`src/rtl/rcc_bdcr_pkg.sv`:
```
// Shared definitions for the BDCR bus-side write controller: field layout,
// lane-to-field mapping and FSM encoding.
package rcc_bdcr_pkg;

  // BDCR field positions
  localparam int unsigned BdrstBit    = 16;
  localparam int unsigned RtcenBit    = 15;
  localparam int unsigned RtcselLsb   = 8;
  localparam int unsigned RtcselW     = 2;
  localparam int unsigned LsecssdBit  = 6;
  localparam int unsigned LsecssonBit = 5;
  localparam int unsigned LsedrvLsb   = 3;
  localparam int unsigned LsedrvW     = 2;
  localparam int unsigned LsebypBit   = 2;
  localparam int unsigned LserdyBit   = 1;
  localparam int unsigned LseonBit    = 0;

  // Byte lanes: lane 0 carries the LSE controls, lane 1 the RTC controls,
  // lane 2 the backup-domain software reset.
  localparam int unsigned NumLanes  = 3;
  localparam int unsigned LaneLse   = 0;
  localparam int unsigned LaneRtc   = 1;
  localparam int unsigned LaneBdrst = 2;

  // Number of backup-domain bits synchronized back for read-back
  localparam int unsigned RbW = 11;

  typedef enum logic [1:0] {
    StIdle,
    StSetup,
    StPulse,
    StHold
  } bdcr_state_e;

  typedef struct packed {
    logic       bdrst;
    logic       rtcen;
    logic [1:0] rtcsel;
    logic       lsecsson;
    logic [1:0] lsedrv;
    logic       lsebyp;
    logic       lseon;
  } bdcr_nxt_t;

  // Replace only the fields belonging to enabled lanes.
  function automatic bdcr_nxt_t merge_lanes(bdcr_nxt_t cur, logic [31:0] data,
                                            logic [NumLanes-1:0] lane);
    bdcr_nxt_t res;
    res = cur;
    if (lane[LaneLse]) begin
      res.lsecsson = data[LsecssonBit];
      res.lsedrv   = data[LsedrvLsb +: LsedrvW];
      res.lsebyp   = data[LsebypBit];
      res.lseon    = data[LseonBit];
    end
    if (lane[LaneRtc]) begin
      res.rtcen  = data[RtcenBit];
      res.rtcsel = data[RtcselLsb +: RtcselW];
    end
    if (lane[LaneBdrst]) begin
      res.bdrst = data[BdrstBit];
    end
    return res;
  endfunction

endpackage

```
`src/rtl/rcc_bdcr_sync.sv`:
```
// Multi-stage flop synchronizer, per-bit, async active-low reset to zero.
module rcc_bdcr_sync #(
  parameter int unsigned Stages = 2,
  parameter int unsigned Width  = 1
) (
  input  logic             clk_i,
  input  logic             rst_ni,
  input  logic [Width-1:0] d_i,
  output logic [Width-1:0] q_o
);

  logic [Width-1:0] stage_q [Stages];
  logic [Width-1:0] stage_d [Stages];

  // Shift the chain by one stage per clock
  always_comb begin
    stage_d[0] = d_i;
    for (int i = 1; i < int'(Stages); i++) begin
      stage_d[i] = stage_q[i-1];
    end
  end

  // Stage registers
  always_ff @(posedge clk_i or negedge rst_ni) begin
    if (!rst_ni) begin
      for (int i = 0; i < int'(Stages); i++) begin
        stage_q[i] <= '0;
      end
    end else begin
      for (int i = 0; i < int'(Stages); i++) begin
        stage_q[i] <= stage_d[i];
      end
    end
  end

  assign q_o = stage_q[Stages-1];

endmodule

```
`src/rtl/rcc_bdcr_wr_ctrl.sv`:
```
// Bus-side BDCR writer: turns a one-cycle decode write into registered,
// glitch-free byte strobes with setup/hold-framed data, and synchronizes the
// backup-domain state back into the bus clock.
module rcc_bdcr_wr_ctrl
  import rcc_bdcr_pkg::*;
#(
  parameter int unsigned SETUP_CYC   = 2,
  parameter int unsigned PULSE_CYC   = 2,
  parameter int unsigned HOLD_CYC    = 2,
  parameter int unsigned SYNC_STAGES = 2
) (
  input  logic        clk,
  input  logic        rst_n,
  input  logic        dbp,
  input  logic        bdcr_wr_req,
  input  logic [31:0] bdcr_wr_data,
  input  logic [3:0]  bdcr_wr_strb,
  output logic        bdcr_wr_busy,
  output logic        bdcr_wr_err,
  output logic        rcc_bdcr_byte0_wren,
  output logic        rcc_bdcr_byte1_wren,
  output logic        rcc_bdcr_byte2_wren,
  output logic        nxt_rcc_bdcr_bdrst,
  output logic        nxt_rcc_bdcr_rtcen,
  output logic [1:0]  nxt_rcc_bdcr_rtcsel,
  output logic        nxt_rcc_bdcr_lsecsson,
  output logic [1:0]  nxt_rcc_bdcr_lsedrv,
  output logic        nxt_rcc_bdcr_lsebyp,
  output logic        nxt_rcc_bdcr_lseon,
  input  logic        cur_rcc_bdcr_bdrst,
  input  logic        cur_rcc_bdcr_rtcen,
  input  logic [1:0]  cur_rcc_bdcr_rtcsel,
  input  logic        cur_rcc_bdcr_lsecssd,
  input  logic        cur_rcc_bdcr_lsecsson,
  input  logic [1:0]  cur_rcc_bdcr_lsedrv,
  input  logic        cur_rcc_bdcr_lsebyp,
  input  logic        cur_rcc_bdcr_lseon,
  input  logic        cur_rcc_bdcr_lserdy,
  input  logic        lsecss_fail,
  output logic [31:0] bdcr_rdata,
  output logic        lsecss_fail_sync
);

  localparam int unsigned MaxCyc01 = (SETUP_CYC > PULSE_CYC) ? SETUP_CYC : PULSE_CYC;
  localparam int unsigned MaxCyc   = (MaxCyc01 > HOLD_CYC) ? MaxCyc01 : HOLD_CYC;
  localparam int unsigned CntW     = (MaxCyc > 1) ? $clog2(MaxCyc) : 1;

  localparam logic [CntW-1:0] SetupLd = CntW'(SETUP_CYC - 1);
  localparam logic [CntW-1:0] PulseLd = CntW'(PULSE_CYC - 1);
  localparam logic [CntW-1:0] HoldLd  = CntW'(HOLD_CYC - 1);

  bdcr_state_e         state_q, state_d;
  logic [CntW-1:0]     cnt_q, cnt_d;
  logic [NumLanes-1:0] lane_q, lane_d;
  logic [NumLanes-1:0] wren_q, wren_d;
  bdcr_nxt_t           nxt_q, nxt_d;
  logic                busy_q, busy_d;
  logic                err_q, err_d;
  logic                cnt_zero;

  // Data bits without a writable field, and the unused fourth byte enable
  logic unused_wr;
  assign unused_wr = ^{bdcr_wr_strb[3], bdcr_wr_data[31:17], bdcr_wr_data[14:10],
                       bdcr_wr_data[7:6], bdcr_wr_data[1]};

  assign cnt_zero = (cnt_q == '0);

  // Sequencer next-state: accept, frame setup/pulse/hold, flag bad requests
  always_comb begin
    state_d = state_q;
    cnt_d   = cnt_q;
    lane_d  = lane_q;
    nxt_d   = nxt_q;
    err_d   = 1'b0;

    unique case (state_q)
      StIdle: begin
        if (bdcr_wr_req) begin
          if (!dbp) begin
            err_d = 1'b1;
          end else if (|bdcr_wr_strb[NumLanes-1:0]) begin
            lane_d  = bdcr_wr_strb[NumLanes-1:0];
            nxt_d   = merge_lanes(nxt_q, bdcr_wr_data, bdcr_wr_strb[NumLanes-1:0]);
            state_d = StSetup;
            cnt_d   = SetupLd;
          end
        end
      end
      StSetup: begin
        if (cnt_zero) begin
          state_d = StPulse;
          cnt_d   = PulseLd;
        end else begin
          cnt_d = cnt_q - CntW'(1);
        end
      end
      StPulse: begin
        if (cnt_zero) begin
          state_d = StHold;
          cnt_d   = HoldLd;
        end else begin
          cnt_d = cnt_q - CntW'(1);
        end
      end
      StHold: begin
        if (cnt_zero) begin
          state_d = StIdle;
        end else begin
          cnt_d = cnt_q - CntW'(1);
        end
      end
      default: state_d = StIdle;
    endcase

    // A request during a sequence is dropped and flagged
    if (state_q != StIdle && bdcr_wr_req) begin
      err_d = 1'b1;
    end
  end

  // Strobes and busy are decoded from the next state so the flops drive them cleanly
  always_comb begin
    wren_d = (state_d == StPulse) ? lane_q : '0;
    busy_d = (state_d != StIdle);
  end

  // Sequencer and output registers
  always_ff @(posedge clk or negedge rst_n) begin
    if (!rst_n) begin
      state_q <= StIdle;
      cnt_q   <= '0;
      lane_q  <= '0;
      wren_q  <= '0;
      nxt_q   <= '0;
      busy_q  <= 1'b0;
      err_q   <= 1'b0;
    end else begin
      state_q <= state_d;
      cnt_q   <= cnt_d;
      lane_q  <= lane_d;
      wren_q  <= wren_d;
      nxt_q   <= nxt_d;
      busy_q  <= busy_d;
      err_q   <= err_d;
    end
  end

  assign bdcr_wr_busy          = busy_q;
  assign bdcr_wr_err           = err_q;
  assign rcc_bdcr_byte0_wren   = wren_q[LaneLse];
  assign rcc_bdcr_byte1_wren   = wren_q[LaneRtc];
  assign rcc_bdcr_byte2_wren   = wren_q[LaneBdrst];
  assign nxt_rcc_bdcr_bdrst    = nxt_q.bdrst;
  assign nxt_rcc_bdcr_rtcen    = nxt_q.rtcen;
  assign nxt_rcc_bdcr_rtcsel   = nxt_q.rtcsel;
  assign nxt_rcc_bdcr_lsecsson = nxt_q.lsecsson;
  assign nxt_rcc_bdcr_lsedrv   = nxt_q.lsedrv;
  assign nxt_rcc_bdcr_lsebyp   = nxt_q.lsebyp;
  assign nxt_rcc_bdcr_lseon    = nxt_q.lseon;

  // Read-back path
  logic [RbW-1:0] rb_async, rb_sync;

  assign rb_async = {cur_rcc_bdcr_bdrst, cur_rcc_bdcr_rtcen, cur_rcc_bdcr_rtcsel,
                     cur_rcc_bdcr_lsecssd, cur_rcc_bdcr_lsecsson, cur_rcc_bdcr_lsedrv,
                     cur_rcc_bdcr_lsebyp, cur_rcc_bdcr_lserdy, cur_rcc_bdcr_lseon};

  rcc_bdcr_sync #(
    .Stages (SYNC_STAGES),
    .Width  (RbW)
  ) u_rb_sync (
    .clk_i  (clk),
    .rst_ni (rst_n),
    .d_i    (rb_async),
    .q_o    (rb_sync)
  );

  rcc_bdcr_sync #(
    .Stages (SYNC_STAGES),
    .Width  (1)
  ) u_css_sync (
    .clk_i  (clk),
    .rst_ni (rst_n),
    .d_i    (lsecss_fail),
    .q_o    (lsecss_fail_sync)
  );

  // Place synchronized bits at their BDCR positions
  always_comb begin
    bdcr_rdata                              = '0;
    bdcr_rdata[LseonBit]                    = rb_sync[0];
    bdcr_rdata[LserdyBit]                   = rb_sync[1];
    bdcr_rdata[LsebypBit]                   = rb_sync[2];
    bdcr_rdata[LsedrvLsb +: LsedrvW]        = rb_sync[4:3];
    bdcr_rdata[LsecssonBit]                 = rb_sync[5];
    bdcr_rdata[LsecssdBit]                  = rb_sync[6];
    bdcr_rdata[RtcselLsb +: RtcselW]        = rb_sync[8:7];
    bdcr_rdata[RtcenBit]                    = rb_sync[9];
    bdcr_rdata[BdrstBit]                    = rb_sync[10];
  end

endmodule

```
`config.mk`:
```
export PLATFORM = sky130hd
export DESIGN_NAME = rcc_bdcr_wr_ctrl
export DESIGN_NICKNAME = d
export VERILOG_FILES = /design/src/rtl/rcc_bdcr_pkg.sv /design/src/rtl/rcc_bdcr_sync.sv /design/src/rtl/rcc_bdcr_wr_ctrl.sv
export SDC_FILE = /design/constraint.sdc
export NUM_CORES = 1
export LEC_CHECK = 0
export CAP_MARGIN = 20
export CORE_MARGIN = 5
export CORE_UTILIZATION = 40
export DETAILED_ROUTE_END_ITERATION = 6
export MAX_ROUTING_LAYER = met4
export PLACE_DENSITY = 0.89
export SYNTH_ARGS = -nofsm -noshare
export SYNTH_HDL_FRONTEND = slang
export SYNTH_SLANG_ARGS = --single-unit
```
`constraint.sdc`:
```
create_clock -name clk -period 4.9 [get_ports clk]
set_clock_uncertainty 0.05 [all_clocks]
set_input_delay 0.49 -clock clk [delete_from_list [all_inputs] [get_ports clk]]
set_output_delay 0.49 -clock clk [all_outputs]
set_load 0.02 [all_outputs]
```
# [Yosys cells after proc, flatten, opt, wreduce, memory -nomap -nowiden]
# Cells that the tools add are included.
[totals] reg_bits=44 inputBits=52 wordCells=54
[classes] add_sub_neg=1 n_eq_ne=7 mux=18 reduce_logical=11
[ops] op="5-bit AND reduction" n=3
[ops] op="2-bit 2-to-1 mux" n=6
[ops] op="1-bit 2-to-1 mux" n=9
[ops] op="2-bit one-hot mux with 4 select lines" n=1
[ops] op="2-bit == test, second input constant" n=3
[ops] op="2-bit != test, second input constant" n=3
[ops] op="4-bit AND reduction" n=1
[ops] op="2-bit nonzero test" n=2
[ops] op="3-bit 2-to-1 mux" n=1
[ops] op="1-bit one-hot mux with 3 select lines" n=1
[ops] op="3-bit AND reduction" n=1
[ops] op="3-bit OR reduction" n=1
[ops] op="2-bit by 1-bit == test with 1-bit output, second input constant" n=1
[ops] op="2-bit logical NOT" n=1
[ops] op="2-bit OR reduction" n=1
[ops] op="1-bit logical AND" n=1
[ops] op="1-bit subtractor, second input constant" n=1

# [Logic depth before layout (Yosys ltp)]
# Gate-level depths: netlist (run 1).
[logic_depth] ltp_word=7 depth_mapped=5 mapped_depth_nobuf=5

# [By module]
# Synthesis (run 1) repeated with hierarchy kept, for this count alone.
[hier_totals] cells_unflattened=121 hier_area_um2=1687.9
[modules_own_cells] module="rcc_bdcr_wr_ctrl" n_inst=1 cells_each=97 area_each_um2=1087.3
[modules_own_cells] module="rcc_bdcr_sync (u_rb_sync)" n_inst=1 cells_each=22 area_each_um2=550.5
[modules_own_cells] module="rcc_bdcr_sync (u_css_sync)" n_inst=1 cells_each=2 area_each_um2=50.0

# [Worst setup path after synthesis (run 1)]
# No wires, ideal clock.
[synth_path] path_kind="reg-to-reg" start="reg state_q[0]" end="reg nxt_q (netlist bit nxt_rcc_bdcr_lsebyp)" setup_ns=0.125 arrival_ns=1.408 required_ns=4.725 setup_slack_ns=3.317 path_stages_with_launch=6 n_path_buf=0 synth_period_minus_slack_ns=1.583 path_cell_list="dfrtp_1 -> inv_1 -> ha_1 -> and3_1 -> nand2_1 -> mux2_2"
[synth_via] elab_chain_len=2
[synth_rtl] element="start: declaration" line="rcc_bdcr_wr_ctrl.sv:52" source="bdcr_state_e state_q, state_d;"
[synth_rtl] element="start signal: assignment" line="rcc_bdcr_wr_ctrl.sv:130" source="state_q <= StIdle;"
[synth_rtl] element="start signal: assignment" line="rcc_bdcr_wr_ctrl.sv:138" source="state_q <= state_d;"
[synth_rtl] element="2-bit logical NOT" line="rcc_bdcr_wr_ctrl.sv:76" source="unique case (state_q)"
[synth_rtl] element="5-bit AND reduction (no source line)"
[synth_rtl] element="end signal: assignment" line="rcc_bdcr_wr_ctrl.sv:142" source="nxt_q <= nxt_d;"
[synth_rtl] element="end: declaration" line="rcc_bdcr_wr_ctrl.sv:56" source="bdcr_nxt_t nxt_q, nxt_d;"
# No other way between the ends.
# A chain may end at the register's enable or synchronous reset.

# [Final worst setup path (run 1)]
[layout_path] start="in bdcr_wr_strb[2]" end="reg wren_q[1]"
[layout_via] elab_chain_len=7
[layout_rtl] element="start: declaration" line="rcc_bdcr_wr_ctrl.sv:17" source="input logic [3:0] bdcr_wr_strb,"
[layout_rtl] element="3-bit OR reduction" line="rcc_bdcr_wr_ctrl.sv:81" source="end else if (|bdcr_wr_strb[NumLanes-1:0]) begin"
[layout_rtl] element="2-bit 2-to-1 mux" line="rcc_bdcr_wr_ctrl.sv:81"
[layout_rtl] element="2-bit 2-to-1 mux" line="rcc_bdcr_wr_ctrl.sv:79" source="if (!dbp) begin"
[layout_rtl] element="2-bit 2-to-1 mux" line="rcc_bdcr_wr_ctrl.sv:78" source="if (bdcr_wr_req) begin"
[layout_rtl] element="2-bit one-hot mux with 4 select lines" line="rcc_bdcr_wr_ctrl.sv:76"
[layout_rtl] element="2-bit == test" line="rcc_bdcr_wr_ctrl.sv:123" source="wren_d = (state_d == StPulse) ? lane_q : '0;"
[layout_rtl] element="3-bit 2-to-1 mux" line="rcc_bdcr_wr_ctrl.sv:123"
[layout_rtl] element="net wren_d[1]" line="rcc_bdcr_wr_ctrl.sv:55" source="logic [NumLanes-1:0] wren_q, wren_d;"
[layout_rtl] element="end signal: assignment" line="rcc_bdcr_wr_ctrl.sv:141" source="wren_q <= wren_d;"
[layout_rtl] element="end: declaration" line="rcc_bdcr_wr_ctrl.sv:55"
# The timed path passes the listed nets, and every way through them passes these cells.

==> results of run 1 <==
layout by cell type (no fill, tap or decap), drive strengths merged:
cell,synthesis,final
dfrtp,44,44
clkbuf,0,6
ha,5,5
nand2,8,8
a21boi,1,1
and3,1,1
clkdlybuf4s50,0,52
a211o,1,1
conb,1,21
nand2b,2,2
a21oi,2,2
a31oi,1,1
nor2b,1,1
mux2,9,9
o311ai,1,1
a221o,1,1
a221oi,2,2
o21ai,5,5
nor4b,3,3
o2bb2ai,1,1
inv,5,5
nand3,1,1
clkinv,0,1
buf,21,1
nor2,3,3
a21o,2,2
registers in the layout, indices dropped and copies added (netlist names), 2 cells and up:
register             flops
lane_q                   3
nxt_rcc_bdcr_lsedrv      2
nxt_rcc_bdcr_rtcsel      2
state_q                  2
u_rb_sync.q_o           11
u_rb_sync.stage_d       11
wren_q                   3
path summary, 6_finish.rpt:
kind / from / endpoint / slack [ns] / depth (start not counted)
min in group clk: u_rb_sync.stage_d[7] / u_rb_sync.q_o[7] / 0.30 / 0
worst min register to register: u_rb_sync.stage_d[7] / u_rb_sync.q_o[7] / 0.30 / 0
max in group asynchronous: rst_n / u_rb_sync.q_o[8] / 3.93 / 1
worst max-delay path: bdcr_wr_strb[2] / wren_q[1] / 3.03 / 4
worst max register to register: state_q[0] / wren_q[1] / 3.06 / 5
worst min-delay path: rst_n / bdcr_wr_err / 0.30 / 1
worst max-delay path, stage by stage:
cell and delay [ns]:
clkdlybuf4s50_1 0.50, o311ai_4 0.40, a31oi_1 0.18, nor4b_1 0.40
cells by family after synthesis:
logic type      after synthesis  synth area share (%)
other cells                   1                 0.223
simple gates                 19                  5.80
buf+inv                      26                  10.5
mux                           9                  6.02
compound gates               17                  8.40
fa+ha+maj                     5                  3.71
flops                        44                  65.4
metal layers:
layer | part of all wire (%) | global-route usage [%]
met2 | 52 | 21.5
met1 | 39 | 13.7
met5 | 0 | -
met3 | 8.3 | 3.47
met4 | 1.2 | 4.74
cell type report:
class / count / area (um^2)
repair buffers: 53 / 526
well taps: 50 / 62.6
multi-input cells: 71 / 482
clock inverters: 1 / 5.00
clock buffers: 6 / 72.6
inverters: 5 / 18.8
fillers: 343 / 1760
flip-flops and latches: 44 / 1100
power groups by stage:
stage               logic [uW]  clock network (uW)  registers [uW]
floorplan                  213                   0             578
global placement           457                   0             502
detailed placement         471                   0             509
CTS                        472                 217             503
global route               511                 235             514
finish                     468                 206             502
metrics by stage:
stage | cells | setup slack [ns] | utilization (%) | instance area [um^2]
after floorplan | 141 | 3.32 | - | 1760
after global placement | 223 | 2.88 | 54.3 | 2190
after detailed placement | 223 | 2.78 | 54.3 | 2190
after CTS | 230 | 3.08 | 56.3 | 2270
after global routing | 230 | 2.85 | 56.3 | 2270
final | 230 | 3.03 | 56.3 | 2270
==> flow_metrics.py, run 1 <==
metrics = {
    "power": {
        "p_leak_uw": 0.00103,
        "power.total_uw": 1180,
        "p_int_uw": 779,
        "power_density_nw_per_um2": 519,
        "netSwitchingPower_uw": 398,
        "swShare_pct": 33.8,
        "peakVddDrop_v": 0.000343,
        "seqPwrFrac_pct": 42.7,
        "p_comb_share_pct": 39.8,
        "power_frac_clock_pct": 17.5,
    },
    "floorplan": {
        "die_width_um": 74.9,
        "io_pins": 99,
        "rows": 23,
        "die_area_um2": 5610,
        "core-area_um2": 4030,
        "initial_utilization_pct": 41.8,
        "fp.dieH_um": 74.9,
    },
    "critical_path": {
        "end_kind": "flop",
        "worstPathArrival_ns": 1.97,
        "critPathKind": "primary input to flop",
        "critPathMaxFanout": 5,
        "cp.required_ns": 5.00,
        "cp-start-kind": "primary input",
    },
    "routing": {
        "drc": 0,
        "routed_wl_um": 3100,
        "wire_per_inst_um": 13.5,
        "avgViaCountPerCell": 4.43,
        "drt-initial-drc-count": 60,
        "firstDrtPassIters": 4,
        "vias": 1020,
        "final_antenna_net_count": 0,
    },
    "sta": {
        "finalHoldViolations": 0,
        "period_share_pct": 38.1,
        "worst_pin_slew_ns": 0.937,
        "max_freq_mhz": 535,
        "drv_slew": 0,
        "maxSlewHeadroom_pct": 37.5,
        "rsz0062_at_grt": "no",
        "setup-tns-final_ns": 0,
        "min_period_ns": 1.87,
        "setup_viol_count_final": 0,
        "whs_ns": 0.298,
    },
    "cts": {
        "cts_setup_buffers": 0,
        "cts_resized": 0,
        "cts_max_level": 2,
        "clk_pin_slew_ns": 0.08,
        "cts_buffers": 5,
        "numClockSinks": 44,
        "postCtsHoldBufs": 0,
        "clockBufferDepth": 2,
        "tritoncts": "done",
        "clock_latency_ns": 0.29,
        "root_buffer": "clkbuf_8",
    },
    "placed_design": {
        "post-dp-hpwl_um": 2370,
        "gp_congestion": 0.698,
        "place.port_buffers": 53,
    },
    "grt": {
        "grt.overflow.total": 0,
        "grt_pass1_vias": 1098,
        "grt_max_degree": 45,
        "grt_pass1_wl_um": 4950,
        "grt_antenna_before_repair": 0,
        "grt_usage_pct": 12.5,
    },
    "synth": {
        "synth_edf_count": 0,
        "synth.distinct_cells": 24,
        "synth_ff_type": "dfrtp_1",
        "synthArstFlopShare_pct": 100,
        "postSynthAreaPerCell_um2": 13.9,
        "yosysSeqAreaShare_pct": 65.4,
        "syn_inst": 121,
        "synth-seq-cells": 44,
        "synthTopCellsByArea": "dfrtp_1, buf_4, mux2_2, ha_1, nand2_1",
        "yosys.area.top_type": "dfrtp_1",
        "synth_warnings": 0,
        "synthTopCellsByCount": "dfrtp_1, buf_4, mux2_2, nand2_1",
        "syn_area_um2": 1680,
        "synth_most_common_cell": "dfrtp_1",
        "synth_top_area_share_pct": 65.4,
    },
    "status": {
        "status": "complete, no violations",
    },
    "job": {
        "cap_violations": 0,
    },
    "min_path": {
        "hp-class": "primary input to asynchronous set/reset pin",
    },
    "layout": {
        "antenna_cells": 0,
        "area_growth_pct": 34.6,
        "nets": 237,
        "layout-drive-gt1-share_pct": 10.0,
    },
}
No activity file was read; power rests on OpenSTA's default activity.
==> run 2, diff against run 1 <==
--- a/config.mk
+++ b/config.mk
@@ -7,10 +7,10 @@
 export LEC_CHECK = 0
 export CAP_MARGIN = 20
 export CORE_MARGIN = 5
-export CORE_UTILIZATION = 40
+export CORE_UTILIZATION = 34
 export DETAILED_ROUTE_END_ITERATION = 6
 export MAX_ROUTING_LAYER = met4
-export PLACE_DENSITY = 0.89
+export PLACE_DENSITY = 0.81
 export SYNTH_ARGS = -nofsm -noshare
 export SYNTH_HDL_FRONTEND = slang
 export SYNTH_SLANG_ARGS = --single-unit
==> constraint.sdc (replaced) <==
create_clock -name clk -period 1.6 [get_ports clk]
set_clock_uncertainty 0.05 [all_clocks]
set_input_delay 0.16 -clock clk [delete_from_list [all_inputs] [get_ports clk]]
set_output_delay 0.16 -clock clk [all_outputs]
set_load 0.02 [all_outputs]
==> flow_metrics.py, run 2 (synthesis results as in run 1) <==
metrics = {
    "status": {
        "status": "complete, but fails checks",
        "violations": "negative setup slack",
    },
    "routing": {
        "vias": 1103,
        "avgViaCountPerCell": 4.21,
        "final_antenna_net_count": 0,
        "firstDrtPassIters": 6,
        "drc": 0,
        "drt-initial-drc-count": 21,
        "wire_per_inst_um": 13.1,
        "routed_wl_um": 3430,
    },
    "critical_path": {
        "end_kind": "flop",
        "critPathKind": "flop to flop",
        "crit_path_end": "bdcr_wr_busy",
        "reg2reg_depth": 5,
        "cp-start-kind": "flop",
        "r2r_setup_slack_ns": -0.02,
        "critPathMaxFanout": 3,
        "crit_start": "state_q[0]",
        "r2r-end": "bdcr_wr_busy",
        "cp.required_ns": 1.74,
        "reg2reg_from": "state_q[0]",
        "worstPathArrival_ns": 1.76,
    },
    "sta": {
        "maxSlewHeadroom_pct": 64.6,
        "max_freq_mhz": 617,
        "min_period_ns": 1.62,
        "worst_pin_slew_ns": 0.532,
        "worst_slack_ns": -0.0195,
        "rsz0062_at_grt": "yes",
        "finalHoldViolations": 0,
        "period_share_pct": 101,
        "drv_slew": 0,
        "setup_viol_count_final": 1,
        "whs_ns": 0.236,
    },
    "floorplan": {
        "fp.dieH_um": 80.4,
        "die_width_um": 80.4,
        "core-area_um2": 4750,
        "rows": 25,
        "initial_utilization_pct": 35.4,
        "io_pins": 99,
        "die_area_um2": 6460,
    },
    "grt": {
        "grt_usage_pct": 11.7,
        "grt_pass1_vias": 1183,
        "grt.overflow.total": 0,
        "grt_pass1_wl_um": 5390,
        "grt_antenna_before_repair": 0,
        "grt_max_degree": 45,
    },
    "placed_design": {
        "gp_congestion": 0.733,
        "post-dp-hpwl_um": 2470,
        "place.port_buffers": 53,
    },
    "cts": {
        "cts_max_level": 2,
        "clock_latency_ns": 0.30,
        "cts_buffers": 5,
        "tritoncts": "done",
        "clockBufferDepth": 2,
        "numClockSinks": 44,
        "clk_pin_slew_ns": 0.09,
        "root_buffer": "clkbuf_8",
    },
    "layout": {
        "antenna_cells": 0,
        "nets": 251,
        "area_growth_pct": 50.8,
        "mostFrequentLayoutCell": "clkdlybuf4s50_1",
        "layout-drive-gt1-share_pct": 25.1,
        "final_cell_mix": "clkdlybuf4s50_1, dfrtp_1, conb_1, buf_4, mux2_2",
    },
    "job": {
        "cap_violations": 0,
    },
    "power": {
        "p_leak_uw": 0.00114,
        "peakVddDrop_v": 0.00101,
        "power_density_nw_per_um2": 1670,
        "power.total_uw": 4240,
    },
    "min_path": {
        "hp-class": "primary input to flop",
    },
}
run 2: cell types whose count changed in the layout (fill, tap and decap cells not counted), moves of 2 or more:
cell / delta
buf_4: +11
ha_1: -5
ha_4: +3
inv_1: -3
inv_2: +3
buf_6: +2
ha_2: +2
nand2_1: -2
nor4b_1: -2
nor4b_2: +2
run 2: worst min-delay path by stage:
stage                          start              endpoint  slack, ns  cells after the start
4_1_cts        cur_rcc_bdcr_lsecsson  u_rb_sync.stage_d[5]       0.23                      1
5_1_grt           cur_rcc_bdcr_rtcen  u_rb_sync.stage_d[9]       0.22                      1
3_3_place_gp                   rst_n     u_rb_sync.q_o[10]       0.21                      2
6_report       cur_rcc_bdcr_lsecsson  u_rb_sync.stage_d[5]       0.24                      1
3_5_place_dp                   rst_n     u_rb_sync.q_o[10]       0.21                      2
2_1_floorplan                  rst_n          bdcr_wr_busy      -0.19                      0
run 2: report_power, final:
group	leakage (uW)	switching, uW	internal [uW]
logic	0.000556	888	934
registers	0.000525	157	1390
clock network	0.0000548	404	470
total	0.00114	1450	2790
run 2: area by class of cell:
class | count | area, um^2
Clock inverter | 3 | 46.3
Tap cell | 67 | 83.8
Clock buffer | 5 | 68.8
Sequential cell | 44 | 1100
Multi-Input combinational cell | 71 | 581
Fill cell | 434 | 2210
Timing Repair Buffer | 67 | 641
Inverter | 5 | 18.8
run 2: per-stage QoR:
step	worst slack (ns)	cell area, um^2	std cells	TNS (ns)	util [%]
floorplan	0.0173	1760	141	0	-
detailed placement	-0.0815	2320	253	-0.603	48.8
global route	-0.0572	2540	262	-0.0745	53.4
global placement	-0.0521	2320	253	-0.266	48.8
CTS	0.00306	2490	263	0	52.3
finish	-0.0195	2540	262	-0.0195	53.4
run 2: worst max-delay path, stage by stage (launching register included):
cell	delay, ns
dfrtp_1	0.43
buf_6	0.14
ha_4	0.15
a211o_1	0.31
nand2b_4	0.15
a221o_1	0.28
run 2: what timing repair did:
item	in CTS	in global routing
gates resized for setup	10	14
hold buffers	1	0
pin swaps	1	7
hold endpoints to repair	44	0
setup endpoints to repair	12	9
setup buffers	1	0
run 2: layer usage:
layer | vias to the layer above | global-route usage, % | part of all wire [%]
met5 | - | - | 0
met4 | 0 | 4.56 | 1.5
met3 | 7 | 4.93 | 7.5
met2 | 38 | 20.5 | 55
met1 | 545 | 11.3 | 35
li1 | 513 | - | -
==> run 3, diff against run 2 <==
--- a/config.mk
+++ b/config.mk
@@ -5,7 +5,8 @@
 export SDC_FILE = /design/constraint.sdc
 export NUM_CORES = 1
 export LEC_CHECK = 0
-export CAP_MARGIN = 20
+export CAP_MARGIN = 10
+export CORE_ASPECT_RATIO = 0.7
 export CORE_MARGIN = 5
 export CORE_UTILIZATION = 34
 export DETAILED_ROUTE_END_ITERATION = 6
==> flow_metrics.py, run 3 (synthesis results as in run 1) <==
metrics = {
    "critical_path": {
        "worstPathArrival_ns": 1.68,
        "cpMaxStageDelayCell": "dfrtp_1",
        "cp-start-kind": "flop",
        "critPathKind": "flop to flop",
        "max_stage_delay_ns": 0.40,
        "critPathMaxFanout": 3,
        "worstPathCellList": "inv_2 > ha_2 > a211o_1 > nand2b_4 > a221o_1",
        "cp.required_ns": 1.73,
        "end_kind": "flop",
        "critPathTopFamily": "compound AO/OA/AOI/OAI gates",
        "cp_num_buf_inv": 1,
    },
    "grt": {
        "grt_pass1_wl_um": 5160,
        "grt_antenna_before_repair": 0,
        "grt_pass1_vias": 1079,
        "grt_usage_pct": 11.0,
        "grt_max_degree": 25,
        "grt.overflow.total": 0,
    },
    "layout": {
        "nets": 251,
        "design_area_um2": 2530,
        "layout-drive-gt1-share_pct": 24.1,
        "mostFrequentLayoutCell": "clkdlybuf4s50_1",
        "area_growth_pct": 50.5,
        "antenna_cells": 0,
        "multi_input_area_um2": 551,
        "regArea_um2": 1100,
        "finalNonFillerCells": 264,
        "fill_cells": 444,
        "final_cell_mix": "clkdlybuf4s50_1, dfrtp_1, conb_1, buf_4, mux2_2",
    },
    "min_path": {
        "hp-class": "primary input to flop",
    },
    "cts": {
        "clk_pin_slew_ns": 0.09,
        "numClockSinks": 44,
        "root_buffer": "clkbuf_8",
        "tritoncts": "done",
        "cts_max_level": 2,
        "cts_buffers": 5,
        "clock_latency_ns": 0.29,
        "clockBufferDepth": 2,
    },
    "placed_design": {
        "gp_congestion": 0.780,
        "place.port_buffers": 53,
        "postPlaceCellArea_um2": 2330,
        "dp_cells": 254,
        "dp_slack_ns": -0.127,
        "post-dp-hpwl_um": 2630,
    },
    "sta": {
        "setup-tns-final_ns": 0,
        "worst_slack_ns": 0.0479,
        "setup_viol_count_final": 0,
        "max_freq_mhz": 644,
        "maxSlewHeadroom_pct": 64.2,
        "rsz0062_at_grt": "yes",
        "period_share_pct": 97.0,
        "min_period_ns": 1.55,
        "finalHoldViolations": 0,
        "drv_slew": 0,
        "worst_pin_slew_ns": 0.537,
    },
    "routing": {
        "wire_per_inst_um": 12.9,
        "final_antenna_net_count": 0,
        "drc": 0,
        "firstDrtPassIters": 4,
        "vias": 1088,
        "drt-initial-drc-count": 32,
        "avgViaCountPerCell": 4.12,
        "routed_wl_um": 3400,
    },
    "power": {
        "peakVddDrop_v": 0.000883,
        "power_density_nw_per_um2": 1640,
        "power.total_uw": 4160,
        "p_leak_uw": 0.00114,
    },
    "floorplan": {
        "die_area_um2": 6480,
        "fp.dieH_um": 68.9,
        "initial_utilization_pct": 35.2,
        "rows": 21,
        "io_pins": 99,
        "core-area_um2": 4780,
        "die_width_um": 94.1,
    },
    "job": {
        "cap_violations": 0,
    },
    "status": {
        "status": "complete, no violations",
    },
}
## run 3: final timing paths
kind / cells after the start / from / slack (ns) / to
setup / recovery: 5 / state_q[0] / 0.05 / bdcr_wr_busy
min in group asynchronous: 2 / rst_n / 0.32 / u_rb_sync.q_o[3]
hold / removal: 1 / cur_rcc_bdcr_lsecsson / 0.24 / u_rb_sync.stage_d[5]
hold reg to reg: 0 / u_css_sync.stage_d[0] / 0.30 / u_css_sync.q_o
max in group asynchronous: 3 / rst_n / 0.66 / cnt_q
setup reg to reg: 5 / state_q[0] / 0.05 / bdcr_wr_busy
## run 3: layout make-up
| cell class | count | area share, % |
|---|---|---|
| flip-flops and latches | 44 | 43.4 |
| repair buffers | 67 | 26.1 |
| well taps | 69 | 3.41 |
| clock buffers | 5 | 2.71 |
| inverters | 5 | 0.740 |
| multi-input cells | 71 | 21.7 |
| clock inverters | 3 | 1.88 |
## run 3: what timing repair did
item | CTS | global route
hold buffers | 1 | 0
endpoints found under the setup margin | 12 | 14
pin swaps | 0 | 3
resized for setup | 7 | 11
hold endpoints to repair | 23 | 0
setup buffers | 0 | 1
## run 3: per-stage QoR
stage	util, %	hold WS [ns]
finish	53.0	0.245
CTS	51.9	0.235
global route	53.0	0.226
floorplan	-	-0.186
global placement	48.7	0.121
detailed placement	48.7	0.124
## run 3: metal layers
layer	track usage [%]	wire [um]
met1	13.4	1460
met2	17.3	1690
met3	4.45	237
met4	2.70	6
met5	-	0
## run 3: power breakdown
group	total, uW	leakage, uW	switching [uW]	internal [uW]
Sequential	1540	0.000525	150	1390
Combinational	1770	0.000557	876	893
Clock	856	0.0000583	386	470
Total	4160	0.00114	1410	2750
